--- src/rtl/hilo_muldiv_pkg.sv ---
// hilo_muldiv_pkg: shared definitions for the HI/LO multiply/divide unit.
//   - EXE_*_OP : decoded alucontrol codes that this unit consumes
//   - hm_state_e : control state encoding (HM_IDLE/HM_BUSY/HM_DONE)
//   - helper predicates that classify an alucontrol code
package hilo_muldiv_pkg;

  localparam logic [7:0] EXE_MFHI_OP  = 8'b0001_0000;
  localparam logic [7:0] EXE_MTHI_OP  = 8'b0001_0001;
  localparam logic [7:0] EXE_MFLO_OP  = 8'b0001_0010;
  localparam logic [7:0] EXE_MTLO_OP  = 8'b0001_0011;
  localparam logic [7:0] EXE_MULT_OP  = 8'b0001_1000;
  localparam logic [7:0] EXE_MULTU_OP = 8'b0001_1001;
  localparam logic [7:0] EXE_DIV_OP   = 8'b0001_1010;
  localparam logic [7:0] EXE_DIVU_OP  = 8'b0001_1011;

  typedef enum logic [1:0] {
    HM_IDLE = 2'd0,
    HM_BUSY = 2'd1,
    HM_DONE = 2'd2
  } hm_state_e;

  // True for the four ops that run on the iterative engine.
  function automatic logic is_muldiv_op(input logic [7:0] op);
    return (op == EXE_MULT_OP) || (op == EXE_MULTU_OP) ||
           (op == EXE_DIV_OP)  || (op == EXE_DIVU_OP);
  endfunction

  function automatic logic is_div_op(input logic [7:0] op);
    return (op == EXE_DIV_OP) || (op == EXE_DIVU_OP);
  endfunction

  function automatic logic is_signed_op(input logic [7:0] op);
    return (op == EXE_MULT_OP) || (op == EXE_DIV_OP);
  endfunction

endpackage

--- src/rtl/muldiv_core.sv ---
// muldiv_core: unsigned iterative engine, one bit per cycle.
//   Multiply: shift-add, result = {upper, lower} product.
//   Divide  : restoring subtract, result = {remainder, quotient}.
// Ports:
//   clk, rst        clock, synchronous active-high reset
//   start           load operands and begin ITER iterations
//   abort           drop the in-flight operation
//   is_div          1 = divide, 0 = multiply (sampled with start)
//   op_a, op_b      magnitudes: multiplicand/multiplier or dividend/divisor
//   done_c          high during the final iteration cycle
//   result_c        value the accumulator takes at the end of this cycle
module muldiv_core #(
  parameter int unsigned WIDTH = 32,
  parameter int unsigned ITER  = WIDTH
) (
  input  logic                 clk,
  input  logic                 rst,
  input  logic                 start,
  input  logic                 abort,
  input  logic                 is_div,
  input  logic [WIDTH-1:0]     op_a,
  input  logic [WIDTH-1:0]     op_b,
  output logic                 done_c,
  output logic [2*WIDTH-1:0]   result_c
);

  localparam int unsigned CW = (ITER > 1) ? $clog2(ITER) : 1;

  logic [WIDTH-1:0] hi_q, lo_q, opnd_q;
  logic [WIDTH-1:0] hi_n, lo_n;
  logic [WIDTH:0]   sum, addend, rem_sh, diff;
  logic [CW-1:0]    cnt_q;
  logic             busy_q, is_div_q;

  // One iteration of whichever algorithm is loaded.
  always_comb begin
    hi_n   = hi_q;
    lo_n   = lo_q;
    addend = '0;
    sum    = '0;
    rem_sh = '0;
    diff   = '0;
    if (is_div_q) begin
      // Shift the next dividend bit into the partial remainder, try a subtract.
      rem_sh = {hi_q, lo_q[WIDTH-1]};
      diff   = rem_sh - {1'b0, opnd_q};
      hi_n   = diff[WIDTH] ? rem_sh[WIDTH-1:0] : diff[WIDTH-1:0];
      lo_n   = {lo_q[WIDTH-2:0], ~diff[WIDTH]};
    end else begin
      // Add multiplicand when the current multiplier bit is set, then shift right.
      addend = lo_q[0] ? {1'b0, opnd_q} : '0;
      sum    = {1'b0, hi_q} + addend;
      hi_n   = sum[WIDTH:1];
      lo_n   = {sum[0], lo_q[WIDTH-1:1]};
    end
  end

  assign done_c   = busy_q && (cnt_q == '0);
  assign result_c = {hi_n, lo_n};

  always_ff @(posedge clk) begin
    if (rst) begin
      hi_q     <= '0;
      lo_q     <= '0;
      opnd_q   <= '0;
      cnt_q    <= '0;
      busy_q   <= 1'b0;
      is_div_q <= 1'b0;
    end else if (abort) begin
      cnt_q  <= '0;
      busy_q <= 1'b0;
    end else if (start) begin
      hi_q     <= '0;
      lo_q     <= is_div ? op_a : op_b;
      opnd_q   <= is_div ? op_b : op_a;
      is_div_q <= is_div;
      cnt_q    <= CW'(ITER - 1);
      busy_q   <= 1'b1;
    end else if (busy_q) begin
      hi_q <= hi_n;
      lo_q <= lo_n;
      if (cnt_q == '0) begin
        busy_q <= 1'b0;
      end else begin
        cnt_q <= cnt_q - CW'(1);
      end
    end
  end

endmodule

--- src/rtl/hilo_muldiv.sv ---
// hilo_muldiv: execute-stage HI/LO unit (MULT/MULTU/DIV/DIVU/MTHI/MTLO/MFHI/MFLO).
// Ports:
//   clk, rst       clock, synchronous active-high reset
//   start_i        E-stage instruction valid
//   alucontrol_i   decoded op code
//   a_i, b_i       rs / rt operands
//   flush_i        cancel any in-flight op
//   stall_o        pipeline hold request (combinational)
//   hi_o, lo_o     architectural HI/LO registers
//   rdata_o        MFHI/MFLO read data, 0 for other ops (combinational)
module hilo_muldiv
  import hilo_muldiv_pkg::*;
#(
  parameter int unsigned WIDTH = 32
) (
  input  logic             clk,
  input  logic             rst,
  input  logic             start_i,
  input  logic [7:0]       alucontrol_i,
  input  logic [WIDTH-1:0] a_i,
  input  logic [WIDTH-1:0] b_i,
  input  logic             flush_i,
  output logic             stall_o,
  output logic [WIDTH-1:0] hi_o,
  output logic [WIDTH-1:0] lo_o,
  output logic [WIDTH-1:0] rdata_o
);

  localparam int unsigned ITER = WIDTH;

  hm_state_e state;

  logic             op_md, op_div, op_signed, core_start, core_done;
  logic [WIDTH-1:0] a_mag, b_mag;
  logic [2*WIDTH-1:0] core_result;

  // Latched operation context used when the engine finishes.
  logic [WIDTH-1:0] a_q;
  logic             b_zero_q, div_q, signed_q, neg_q, a_neg_q;

  logic [WIDTH-1:0]   fix_hi, fix_lo;
  logic [2*WIDTH-1:0] prod;

  assign op_md     = is_muldiv_op(alucontrol_i);
  assign op_div    = is_div_op(alucontrol_i);
  assign op_signed = is_signed_op(alucontrol_i);

  assign a_mag = (op_signed && a_i[WIDTH-1]) ? -a_i : a_i;
  assign b_mag = (op_signed && b_i[WIDTH-1]) ? -b_i : b_i;

  assign core_start = !rst && !flush_i && (state == HM_IDLE) && start_i && op_md;

  // Stall covers the accept cycle and every engine cycle; flush/reset drop it at once.
  assign stall_o = !rst && !flush_i &&
                   ((state == HM_BUSY) || ((state == HM_IDLE) && start_i && op_md));

  always_comb begin
    case (alucontrol_i)
      EXE_MFHI_OP: rdata_o = hi_o;
      EXE_MFLO_OP: rdata_o = lo_o;
      default:     rdata_o = '0;
    endcase
  end

  muldiv_core #(
    .WIDTH (WIDTH),
    .ITER  (ITER)
  ) u_core (
    .clk      (clk),
    .rst      (rst),
    .start    (core_start),
    .abort    (flush_i),
    .is_div   (op_div),
    .op_a     (a_mag),
    .op_b     (b_mag),
    .done_c   (core_done),
    .result_c (core_result)
  );

  // Sign restoration and divide-by-zero result on the engine output.
  always_comb begin
    prod   = (signed_q && neg_q) ? -core_result : core_result;
    fix_hi = prod[2*WIDTH-1:WIDTH];
    fix_lo = prod[WIDTH-1:0];
    if (div_q) begin
      if (b_zero_q) begin
        fix_hi = a_q;
        fix_lo = '1;
      end else begin
        fix_lo = (signed_q && neg_q) ? -core_result[WIDTH-1:0] : core_result[WIDTH-1:0];
        fix_hi = (signed_q && a_neg_q) ? -core_result[2*WIDTH-1:WIDTH]
                                       : core_result[2*WIDTH-1:WIDTH];
      end
    end
  end

  // Control state, HI/LO registers and operation context.
  always_ff @(posedge clk) begin
    if (rst) begin
      state    <= HM_IDLE;
      hi_o     <= '0;
      lo_o     <= '0;
      a_q      <= '0;
      b_zero_q <= 1'b0;
      div_q    <= 1'b0;
      signed_q <= 1'b0;
      neg_q    <= 1'b0;
      a_neg_q  <= 1'b0;
    end else if (flush_i) begin
      state <= HM_IDLE;
    end else begin
      case (state)
        HM_IDLE: begin
          if (start_i) begin
            if (op_md) begin
              a_q      <= a_i;
              b_zero_q <= (b_i == '0);
              div_q    <= op_div;
              signed_q <= op_signed;
              neg_q    <= a_i[WIDTH-1] ^ b_i[WIDTH-1];
              a_neg_q  <= a_i[WIDTH-1];
              state    <= HM_BUSY;
            end else if (alucontrol_i == EXE_MTHI_OP) begin
              hi_o <= a_i;
            end else if (alucontrol_i == EXE_MTLO_OP) begin
              lo_o <= a_i;
            end
          end
        end
        HM_BUSY: begin
          if (core_done) begin
            hi_o  <= fix_hi;
            lo_o  <= fix_lo;
            state <= HM_DONE;
          end
        end
        HM_DONE: state <= HM_IDLE;
        default: state <= HM_IDLE;
      endcase
    end
  end

endmodule

--- config.mk ---
export PLATFORM = sky130hd
export DESIGN_NAME = hilo_muldiv
export DESIGN_NICKNAME = d
export VERILOG_FILES = /design/src/rtl/hilo_muldiv_pkg.sv /design/src/rtl/muldiv_core.sv /design/src/rtl/hilo_muldiv.sv
export SDC_FILE = /design/constraint.sdc
export NUM_CORES = 1
export LEC_CHECK = 0
export CELL_PAD_IN_SITES_DETAIL_PLACEMENT = 0
export CELL_PAD_IN_SITES_GLOBAL_PLACEMENT = 1
export CORE_MARGIN = 4
export CORE_UTILIZATION = 47
export DETAILED_ROUTE_END_ITERATION = 10
export PLACE_DENSITY_LB_ADDON = 0.1
export SLEW_MARGIN = 20
export SYNTH_ARGS = -nofsm -noshare
export SYNTH_HDL_FRONTEND = slang
export SYNTH_HIERARCHICAL = 1
export SYNTH_SLANG_ARGS = --single-unit
export TNS_END_PERCENT = 30
--- constraint.sdc ---
create_clock -name clk -period 9 [get_ports clk]
set_input_delay 2.7 -clock clk [delete_from_list [all_inputs] [get_ports clk]]
set_output_delay 2.7 -clock clk [all_outputs]
set_load 0.03 [all_outputs]
Yosys cells after proc, flatten, opt, wreduce, memory -nomap -nowiden
Index checks and enable logic that the tools add are counted.
Widths: inputs -> output; s select.
{ "totals": {"reg_bits": 206, "input_bits": 76, "word_cells": 117} }
{ "op_classes": {"addsub": 8, "eq_ne": 17, "n_mux": 41, "bitwise": 3, "reduce_logical": 33} }
{ "op_table": {"columns": ["cell", "n"], "rows": [
  ["$mux 32", 27],
  ["$pmux 32 s2", 3],
  ["$neg 32->32", 4],
  ["$eq 8x5->1 const B", 8],
  ["$mux 64", 1],
  ["$neg 64->64", 1],
  ["$add 32x33->33", 1],
  ["$sub 33x32->33", 1],
  ["$logic_not 32->1", 1],
  ["$mux 5", 3],
  ["$logic_and 1x1->1", 12],
  ["$ne 2x2->1 const B", 6],
  ["$reduce_and 7->1", 1],
  ["$logic_or 1x1->1", 6],
  ["$mux 2", 3],
  ["$reduce_and 2->1", 3],
  ["$reduce_and 6->1", 1],
  ["$logic_not 5->1", 1],
  ["$sub 5x1->5 const B", 1],
  ["$ne 2x1->1 const B", 2],
  ["$pmux 2 s2", 1],
  ["$reduce_and 4->1", 1],
  ["$reduce_bool 2->1", 2],
  ["$mux 1", 3],
  ["7 further kinds", 9]
]} }

Logic depth before layout (Yosys ltp)
{ "depth": {"word_depth": 9, "depth_mapped": 22} }

Cells and area by module
The synthesis kept the hierarchy.
{ "by_module_without_submodules": {"columns": ["module", "n_inst", "cells_each", "area_each_um2"], "rows": [
  ["muldiv_core", 1, 1229, 9719.3],
  ["hilo_muldiv", 1, 1255, 8864.8]
]} }

Worst setup path after synthesis
No wires, ideal clock.
{ "synth_timing": {"path_type": "in2out", "from": "input port alucontrol_i[5]", "to": "output port stall_o", "t_arrival_ns": 4.506, "required_ns": 6.300, "setup_slack_ns": 1.794, "cell_stages": 7, "cell_sequence": "nor3b_1 nor3b_1 nand2_1 nand4bb_1 clkbuf_1 clkbuf_1 a21oi_1"} }
{ "synth_via": {"elab_chain_cells": 7, "word_cells_on_any_way": 10} }
{ "synth_rtl": {"columns": ["element", "line", "source"], "rows": [
  ["from (decl)", "hilo_muldiv.sv:19", "input logic [7:0] alucontrol_i,"],
  ["$eq 8x5->1", "hilo_muldiv_pkg.sv:24", "return (op == EXE_MULT_OP) || (op == EXE_MULTU_OP) ||"],
  ["$logic_or 1x1->1 (2 in a row)", "hilo_muldiv_pkg.sv:24", null],
  ["$logic_or 1x1->1 (*)", "hilo_muldiv_pkg.sv:25", "(op == EXE_DIV_OP) || (op == EXE_DIVU_OP);"],
  ["$logic_and 1x1->1 (*)", "hilo_muldiv.sv:55", "((state == HM_BUSY) || ((state == HM_IDLE) && start_i && op_md));"],
  ["$logic_or 1x1->1 (*)", "hilo_muldiv.sv:55", null],
  ["$logic_and 1x1->1 (*)", "hilo_muldiv.sv:54", "assign stall_o = !rst && !flush_i &&"],
  ["to (decl)", "hilo_muldiv.sv:23", "output logic stall_o,"]
]} }
Every way passes the cells marked *; elsewhere a longest branch is shown, timed or not.

Worst setup path in the final report
{ "layout_timing": {"from": "input port alucontrol_i[4]", "to": "output port stall_o"} }
Same word-level chain as after synthesis.

==> flow_metrics.env <==
export IMPL_skew_ns=0.0152
export IMPL_drtIter0Drc=2314
export IMPL_clk_pin_slew_ns=0.06
export IMPL_hold_path_class="flop to flop"
export IMPL_cts_root_buffer="clkbuf_16"
export IMPL_fin_hold_ws_ns=0.454
export IMPL_ys_ff_latch=205
export IMPL_async_flop_share=0
export IMPL_avgRoutedWirePerCell_um=25.6
export IMPL_route_vias_total=20000
export IMPL_p_per_area_mw_per_mm2=97.8
export IMPL_stdcell_area_mm2=0.0213
export IMPL_grt_pass1_wl_um=116000
export IMPL_finish_utilization=0.549
export IMPL_r2r_start="u_core/opnd_q[27]"
export IMPL_cts_sinks=205
export IMPL_synth_nets=2632
export IMPL_dieArea_mm2=0.0428
export IMPL_required_ns=6.30
export IMPL_endpoint_kind="primary output"
export IMPL_htree_levels=1
export IMPL_synth_area_mm2=0.0186
export IMPL_overflow=0
export IMPL_vias_per_cell=6.52
export IMPL_crit_fanout=4
export IMPL_start_kind="primary input"
export IMPL_path_cells="clkdlybuf4s50_1 > nor3b_1 > nor3b_1 > nand2_1 > nand4bb_2 > a21oi_1 > clkdlybuf4s50_1"
export IMPL_start_util=0.479
export IMPL_antenna_left=0
export IMPL_finalSetupTns_ns=0
export IMPL_slew_violations=0
export IMPL_grt_max_degree=72
export IMPL_cts_max_path_buffers=3
export IMPL_synth_top_area_frac=0.221
export IMPL_critPathTopFamily="simple AND/OR/NAND/NOR gates"
export IMPL_p_leak_nw=7.62
export IMPL_clock_latency_ns=0.55
export IMPL_peakVddDrop_mv=0.132
export IMPL_cp_arrival_ns=5.24
export IMPL_cp_num_buf_inv=2
export IMPL_rsz0062_at_grt="false"
export IMPL_power_mw=2.09
export IMPL_dp_hpwl_um=59900
export IMPL_yosys_warnings=6
export IMPL_synthCells=2484
export IMPL_cts_buffers_inserted=25
export IMPL_avgSynthCellArea_um2=7.48
export IMPL_gr_usage_all_layers=0.352
export IMPL_synth_area_top_cells="dfxtp_1 22%, mux2i_1 6.1%, a21oi_1 5.8%"
export IMPL_cts_hold_fix_buffers=0
export IMPL_drt_wl_total_um=78600
export IMPL_grt_pass1_vias=18500
export IMPL_drc=0
export IMPL_post_cts_buffers=0
export IMPL_cp_startpoint="alucontrol_i[4]"
export IMPL_nNetsFinal=2681
export IMPL_final_common_cell="nand2_1"
export IMPL_placed_area_mm2=0.0205
export IMPL_antenna_found_initial=0
export IMPL_tightest_slew_ns=1.21
export IMPL_drive_above_1_share=0.0760
export IMPL_hold_violations=0
export IMPL_die_y_um=207
export IMPL_dr_pass1_iters=6
export IMPL_fin_crit_sh=0.882
export IMPL_setup_viol=0
export IMPL_synth_edff_count=0
export IMPL_synth_seq_area_share=0.221
export IMPL_setup_ws_ns=1.06
export IMPL_drv_cap=0
export IMPL_die_x_um=207
export IMPL_final_cells=3070
export IMPL_worstSetupPathType="primary input to primary output"
export IMPL_cts_tree="built"
export IMPL_ys_flop_type="dfxtp_1"
export IMPL_synth_area_leader_cell="dfxtp_1"
export IMPL_place_congestion=1.00
export IMPL_most_common_layout_cells="268 x nand2_1, 241 x nor2_1, 216 x a21oi_1"
export IMPL_dp_cells=3024
export IMPL_ys_types=100
export IMPL_core_mm2=0.0388
export IMPL_core_rowCount=72
export IMPL_slew_headroom=0.195
export IMPL_antenna_cells=0
export IMPL_io_buffer_count=172
export IMPL_cts_repair_resized=0
export IMPL_max_stage_delay_ns=0.71
export IMPL_status="complete, no violations"
export IMPL_period_needed_ns=7.94
export IMPL_layout_area_overhead_vs_synth_pct=14.8
export IMPL_hp_start="a_q[22]"
export IMPL_max_freq_ghz=0.126
export IMPL_ioPinCount=173
export IMPL_slowest_stage="clkdlybuf4s50_1"
export IMPL_place_ws_ns=1.11
==> cells in the mapped netlist, types with 9 or more instances <==
master	instances
nor4_1	21
or4_1	9
buf_1	18
ha_1	70
xnor2_1	115
inv_1	63
nor3_1	67
a21o_1	30
o21ai_0	119
a22oi_1	13
a21boi_0	10
o211ai_1	25
xor2_1	56
or2_2	9
or3_1	28
a211oi_1	57
dfxtp_1	205
nand3_1	51
nor2_1	243
nor2b_1	11
a21oi_1	216
o21bai_1	13
o221ai_1	44
o41ai_1	13
nand2_1	268
nand4_1	22
and2_1	52
and3_1	22
nand2b_1	12
buf_2	12
a31oi_1	29
mux2_2	47
clkbuf_1	149
mux2i_1	113
a221oi_1	35
a2111oi_0	9
o21a_1	13
o31ai_1	33
==> final timing paths <==
kind | to | slack [ns] | cells after the start
min reg2reg | a_q[22] | 0.45 | 2
max | stall_o | 1.06 | 7
max reg2reg | hi_o[12] | 2.28 | 18
min | a_q[22] | 0.45 | 2
==> cells by family (layout without fill, tap and decap cells) <==
| logic type | after synthesis | in the layout | share of synthesized area |
|---|---|---|---|
| compound gates | 755 | 755 | 0.277 |
| xor+xnor | 171 | 171 | 0.0806 |
| fa+ha+maj | 72 | 72 | 0.0493 |
| buf+inv | 249 | 317 | 0.0534 |
| flops | 205 | 205 | 0.221 |
| mux | 160 | 160 | 0.0893 |
| simple gates | 872 | 872 | 0.229 |
==> where the power goes <==
group          internal [mW]  switching (mW)
clock network          0.558           0.443
registers              0.908         0.00113
logic                 0.0644           0.112
total                   1.53           0.556
==> layout make-up <==
class / instances / area (um2)
multi-input cells: 2030 / 13600
clock inverters: 12 / 90.1
well taps: 518 / 648
repair buffers: 208 / 1980
fillers: 3790 / 17500
clock buffers: 34 / 709
inverters: 63 / 236
flip-flops and latches: 205 / 4110
==> metal layers <==
layer	GRT usage	up-vias	routed length, um
li1	-	9265	-
met1	0.485	9652	33800
met2	0.558	942	35000
met3	0.0505	151	6010
met4	0.141	0	3810
met5	0	-	0
==> tightest hold or removal path, stage by stage (launching register included) <==
cell and delay, ns:
dfxtp_1 0.31, nand2_1 0.05, a21oi_1 0.05
==> state kept, by name (all words and copies together) (netlist names), 2 cells and up <==
| name | count |
|---|---|
| hi_o | 32 |
| u_core/hi_q | 32 |
| u_core/lo_q | 32 |
| u_core/opnd_q | 32 |
| state | 2 |
| u_core/cnt_q | 5 |
| a_q | 32 |
| lo_o | 32 |
No activity file was read; power rests on OpenSTA's default activity.
